<file path="src/rtl/matrix_elem_streamer.sv">
// matrix_elem_streamer
// Streams a latched packed matrix out one element at a time in row-major
// order over a valid/ready handshake, tagging each element with its row and
// column and flagging end-of-row and end-of-matrix.
module matrix_elem_streamer #(
    parameter int MAX_DIM    = 5,
    parameter int ELEM_WIDTH = 8
) (
    input  logic                                  clk,
    input  logic                                  reset,
    input  logic                                  start,
    input  logic [2:0]                            m,
    input  logic [2:0]                            n,
    input  logic [MAX_DIM*MAX_DIM*ELEM_WIDTH-1:0] matrix_in,
    output logic [ELEM_WIDTH-1:0]                 out_data,
    output logic [2:0]                            out_row,
    output logic [2:0]                            out_col,
    output logic                                  out_valid,
    input  logic                                  out_ready,
    output logic                                  out_last_col,
    output logic                                  out_last,
    output logic                                  busy,
    output logic                                  done,
    output logic                                  err
);

    localparam int NELEM = MAX_DIM * MAX_DIM;
    localparam int MAT_W = NELEM * ELEM_WIDTH;
    localparam int IDXW  = $clog2(NELEM);

    typedef enum logic [1:0] {
        S_IDLE,
        S_SEND,
        S_DONE
    } state_t;

    state_t                r_state;
    state_t                w_state_nxt;

    logic [MAT_W-1:0]      r_mat;
    logic [2:0]            r_m;
    logic [2:0]            r_n;
    logic [2:0]            r_row;
    logic [2:0]            r_col;

    logic [ELEM_WIDTH-1:0] r_out_data;
    logic [2:0]            r_out_row;
    logic [2:0]            r_out_col;
    logic                  r_out_valid;
    logic                  r_out_last_col;
    logic                  r_out_last;
    logic                  r_err;

    logic                  w_dims_ok;
    logic                  w_at_last_col;
    logic                  w_at_last;
    logic                  w_load;
    logic                  w_err_nxt;
    logic [2:0]            w_row_nxt;
    logic [2:0]            w_col_nxt;

    logic [MAT_W-1:0]      w_src;
    logic [2:0]            w_m_sel;
    logic [2:0]            w_n_sel;
    logic [IDXW-1:0]       w_idx;
    logic [ELEM_WIDTH-1:0] w_elem;
    logic                  w_last_col_nxt;
    logic                  w_last_nxt;

    // Dimension validation on the incoming request and position of the
    // element currently presented.
    always_comb begin
        w_dims_ok     = (m != 3'd0) && (m <= 3'(MAX_DIM)) &&
                        (n != 3'd0) && (n <= 3'(MAX_DIM));
        w_at_last_col = (r_col == (r_n - 3'd1));
        w_at_last     = w_at_last_col && (r_row == (r_m - 3'd1));
    end

    // Next-state logic: request handling, row-major walk and the done step.
    always_comb begin
        w_state_nxt = r_state;
        w_load      = 1'b0;
        w_err_nxt   = 1'b0;
        w_row_nxt   = r_row;
        w_col_nxt   = r_col;
        case (r_state)
            S_IDLE: begin
                if (start) begin
                    if (w_dims_ok) begin
                        w_load      = 1'b1;
                        w_row_nxt   = 3'd0;
                        w_col_nxt   = 3'd0;
                        w_state_nxt = S_SEND;
                    end else begin
                        w_err_nxt   = 1'b1;
                    end
                end
            end
            S_SEND: begin
                if (out_ready) begin
                    if (w_at_last) begin
                        w_state_nxt = S_DONE;
                    end else if (w_at_last_col) begin
                        w_col_nxt = 3'd0;
                        w_row_nxt = r_row + 3'd1;
                    end else begin
                        w_col_nxt = r_col + 3'd1;
                    end
                end
            end
            S_DONE: begin
                w_state_nxt = S_IDLE;
            end
            default: begin
                w_state_nxt = S_IDLE;
            end
        endcase
    end

    // The element for the next cycle is fetched from matrix_in directly on
    // the load cycle so (0,0) is presented in the very next cycle.
    always_comb begin
        w_src   = w_load ? matrix_in : r_mat;
        w_m_sel = w_load ? m : r_m;
        w_n_sel = w_load ? n : r_n;
        w_idx   = IDXW'(w_row_nxt) * IDXW'(MAX_DIM) + IDXW'(w_col_nxt);
    end

    // Element multiplexer over the packed matrix.
    always_comb begin
        w_elem = '0;
        for (int unsigned k = 0; k < NELEM; k++) begin
            if (w_idx == IDXW'(k)) begin
                w_elem = w_src[k*ELEM_WIDTH +: ELEM_WIDTH];
            end
        end
    end

    // End-of-row and end-of-matrix flags for the next presented element.
    always_comb begin
        w_last_col_nxt = (w_col_nxt == (w_n_sel - 3'd1));
        w_last_nxt     = w_last_col_nxt && (w_row_nxt == (w_m_sel - 3'd1));
    end

    // State register.
    always_ff @(posedge clk or posedge reset) begin
        if (reset) begin
            r_state <= S_IDLE;
        end else begin
            r_state <= w_state_nxt;
        end
    end

    // Walk counters, latched dimensions and latched matrix.
    always_ff @(posedge clk or posedge reset) begin
        if (reset) begin
            r_row <= '0;
            r_col <= '0;
            r_m   <= '0;
            r_n   <= '0;
            r_mat <= '0;
        end else begin
            r_row <= w_row_nxt;
            r_col <= w_col_nxt;
            if (w_load) begin
                r_m   <= m;
                r_n   <= n;
                r_mat <= matrix_in;
            end
        end
    end

    // Registered stream outputs; recomputed from unchanged counters while
    // stalled, so they hold stable until the transfer.
    always_ff @(posedge clk or posedge reset) begin
        if (reset) begin
            r_out_valid    <= 1'b0;
            r_out_data     <= '0;
            r_out_row      <= '0;
            r_out_col      <= '0;
            r_out_last_col <= 1'b0;
            r_out_last     <= 1'b0;
        end else if (w_state_nxt == S_SEND) begin
            r_out_valid    <= 1'b1;
            r_out_data     <= w_elem;
            r_out_row      <= w_row_nxt;
            r_out_col      <= w_col_nxt;
            r_out_last_col <= w_last_col_nxt;
            r_out_last     <= w_last_nxt;
        end else begin
            r_out_valid    <= 1'b0;
            r_out_data     <= '0;
            r_out_row      <= '0;
            r_out_col      <= '0;
            r_out_last_col <= 1'b0;
            r_out_last     <= 1'b0;
        end
    end

    // Invalid-dimension pulse register.
    always_ff @(posedge clk or posedge reset) begin
        if (reset) begin
            r_err <= 1'b0;
        end else begin
            r_err <= w_err_nxt;
        end
    end

    assign out_data     = r_out_data;
    assign out_row      = r_out_row;
    assign out_col      = r_out_col;
    assign out_valid    = r_out_valid;
    assign out_last_col = r_out_last_col;
    assign out_last     = r_out_last;
    assign busy         = (r_state != S_IDLE);
    assign done         = (r_state == S_DONE);
    assign err          = r_err;

endmodule

</file>
<file path="config.mk">
export PLATFORM = sky130hd
export DESIGN_NAME = matrix_elem_streamer
export DESIGN_NICKNAME = d
export VERILOG_FILES = /design/src/rtl/matrix_elem_streamer.sv
export SDC_FILE = /design/constraint.sdc
export NUM_CORES = 1
export LEC_CHECK = 0
export CORE_ASPECT_RATIO = 0.5
export CORE_MARGIN = 1.5
export CORE_UTILIZATION = 52
export CTS_CLUSTER_SIZE = 24
export DETAILED_ROUTE_END_ITERATION = 8
export HOLD_SLACK_MARGIN = 0.12
export PLACE_DENSITY = 0.77
export SLEW_MARGIN = 0
export SYNTH_ARGS = -nofsm -noshare
export SYNTH_HDL_FRONTEND = slang
export SYNTH_SLANG_ARGS = --single-unit
</file>
<file path="constraint.sdc">
create_clock -name clk -period 8.5 [get_ports clk]
set_input_delay 0.85 -clock clk [delete_from_list [all_inputs] [get_ports clk]]
set_output_delay 0.85 -clock clk [all_outputs]
set_load 0.005 [all_outputs]
</file>
==> key figures <==
Outcome
  • Status: completed

Min path
  • Hold crit path type: reg -> reg

Layout
  • Area grow syn2layout: 28.48%
  • Layout Nets: 1657
  • # fillers: 1668
  • ANT cells: 0
  • Layout cell share with drive strength beyond 1: 0.1141
  • Fin area: 14900 sq um

Floorplanning
  • Top Ports: 230
  • Die area: 23260 sq um
  • Die Ht: 108.6 um
  • Core area: 21780 sq um
  • Chip width: 214.2 um
  • Initial Util: 0.5325
  • Core Rows: 38

Timing
  • TNS Setup: 0 ns
  • Worst slew pin tran: 1.090 ns
  • Tcrit/Tclk final: 0.7662
  • Final hold vios: 0
  • Clock skew: 0.01158 ns
  • Max-slew violations: 0
  • Setup repair after global routing missed its margin: false
  • Max-slew headroom: 0.2732
  • Fmax: 0.1536 GHz
  • Hold_ws: 0.4743 ns
  • Final setup vio count: 0
  • Final Critical Period: 6.512 ns

Placement
  • Gpl congestion: 1.016
  • Port buffer count: 229
  • Dpl hpwl: 29470 um
  • Placed cell areas: 14120 sq um

Worst setup path
  • Worst-path cell chain: inv_1 > ha_1 > xnor2_1 > nor3_2 > nand4_1 > nand2_1 > a21oi_1 > o32ai_1 > ha_1 > ha_1 > a21o_1 > a21oi_1 > xor2_1 > a21oi_1 > or2_2 > nand3_1 > o221a_2 > a221oi_1 > o22ai_1
  • Critical path fanouts, max: 21
  • Critical Path Start Type: register
  • Req. time, crit path: 8.88 ns
  • Worst Setup End Kind: register
  • Critical path's slowest cell: a21oi_1
  • Slowest stage delay, CP: 0.84 ns
  • Worst path bufs/invs: 1
  • WS Path Type: reg -> reg
  • CP delay by family, top: compound AO/OA/AOI/OAI gates
  • CP arrival: 6.90 ns

Synthesis
  • Sequential element share of the synthesized area: 0.5007
  • Synth warnings: 0
  • Top-count cell post-synth: nand2_1
  • Mapped Area: 11590 sq um
  • Share of the synthesized area in the top cell type: 0.5007
  • Prevailing post-synth register cell: dfrtp_1
  • Synth area leaders: dfrtp_1, nand2_1, mux2_2
  • Number of flops mapped to enable cells by yosys: 0
  • Most instantiated cells after synthesis: nand2_1, dfrtp_1, mux2_2
  • Synthesis-stage register bit count: 232
  • Avg Cell Area, Syn: 9.411 sq um
  • Post-synth ARST share: 1.000
  • Area leader, netlist: dfrtp_1
  • Netlist cell types: 74
  • Synth Net Count: 1457
  • Synthesized instance count: 1232

Clock tree
  • TritonCTS clock tree: yes
  • Post-CTS sizing: 0
  • H-tree Lvls: 1
  • Reg clk slew, reported paths: 0.07 ns
  • Clock root cell: clkbuf_16
  • Max Root-Sink Buffers: 3
  • CTS Hold Bufs: 0
  • Clock latency at the later pin of the worst-skew pair: 0.52 ns
  • Clk sinks: 232
  • CTS Buf Count: 21
  • Post-CTS Setup Repair Bufs: 0

Global routing
  • Pin count of the biggest net entering global routing: 98
  • First-pass GRT wire length: 60910 um
  • Initial antenna violation count: 0
  • GRT Util Overall: 0.3484
  • Vias in the first global route: 10.33k
  • Total gr overflow: 0

Flow run
  • Max Cap Viol: 0

Routing
  • Routed vias: 10.23k
  • Remaining antenna violation count: 0
  • Drt first pass iters: 5
  • DRT iter0 DRCs: 1035
  • WL final: 39940 um
  • Routed wire length per instance: 22.87 um
  • Vias per cell: 5.859
  • DRC viols: 0
registers in the layout, summed over array words and instances (netlist names):
register / cells
r_mat: 200
out_data: 8
out_last_col: 1
r_row: 3
r_state: 2
r_m: 3
out_row: 3
out_last: 1
r_n: 3
r_col: 3
out_col: 3
out_valid: 1
err: 1
through the flow:
step	utilization	instances	setup slack [ns]
after floorplan	-	1232	1.289
after global placement	0.6486	1709	1.842
after detailed placement	0.6486	1709	1.694
after CTS	0.6838	1746	2.207
after global routing	0.6841	1746	1.662
final	0.6841	1746	1.988
tightest hold or removal path, cell delays in order, from the launching register on:
cell	delay, ns
dfrtp_1	0.33
nand2_1	0.05
nand2_1	0.07
layer usage:
layer  share of wire  global-route usage
met5               0                   0
met2            0.44              0.5408
met4           0.014             0.05634
met3           0.083             0.08017
met1            0.46              0.5086
kinds of logic after synthesis:
kind of cell / after synthesis / share of synthesized area
muxes: 113 / 0.1174
AOI/OAI and AO/OA: 188 / 0.1149
DFF: 232 / 0.5007
and+or+nand+nor: 568 / 0.1996
xor gates and xnor gates: 18 / 0.01608
adders and majority gates: 15 / 0.01683
buffers and inverters: 98 / 0.03442
worst paths after layout:
check	end	startpoint	cells past startpoint	slack, ns
setup / recovery	out_data[7]$_DFF_PP0_	r_n[0]$_DFF_PP0_	19	1.99
hold / removal	r_mat[79]$_DFF_PP0_	r_mat[79]$_DFF_PP0_	2	0.47
setup reg to reg	out_data[7]$_DFF_PP0_	r_n[0]$_DFF_PP0_	19	1.99
hold reg to reg	r_mat[79]$_DFF_PP0_	r_mat[79]$_DFF_PP0_	2	0.47
max in group asynchronous	r_col[2]$_DFF_PP0_	reset	3	6.13
min in group asynchronous	r_mat[98]$_DFF_PP0_	reset	2	0.87
cell type report:
cell class              instances  area (sq um)  area share
well taps                     300         375.4     0.02520
clock inverters                10         188.9     0.01268
flip-flops and latches        232          5806      0.3897
inverters                      28         112.6    0.007559
repair buffers                247          2427      0.1629
multi-input cells             902          5409      0.3631
clock buffers                  27         578.1     0.03880
cell usage in the layout (no fill, tap or decap), drive strengths merged, types with 7 or more instances in the layout:
master,n
nand2,449
dfrtp,232
clkdlybuf4s50,229
mux2,84
nor2,47
a21oi,31
o21ai,29
inv,28
clkbuf,27
mux2i,19
nor3,19
buf,18
o22ai,16
ha,14
nand3,12
o211ai,11
a21o,10
mux4,10
xnor2,10
a22oi,9
a211o,7
nand2b,7
Power is not shown: default switching activity piles up to over one toggle a cycle in this logic, so the estimate is an artifact.
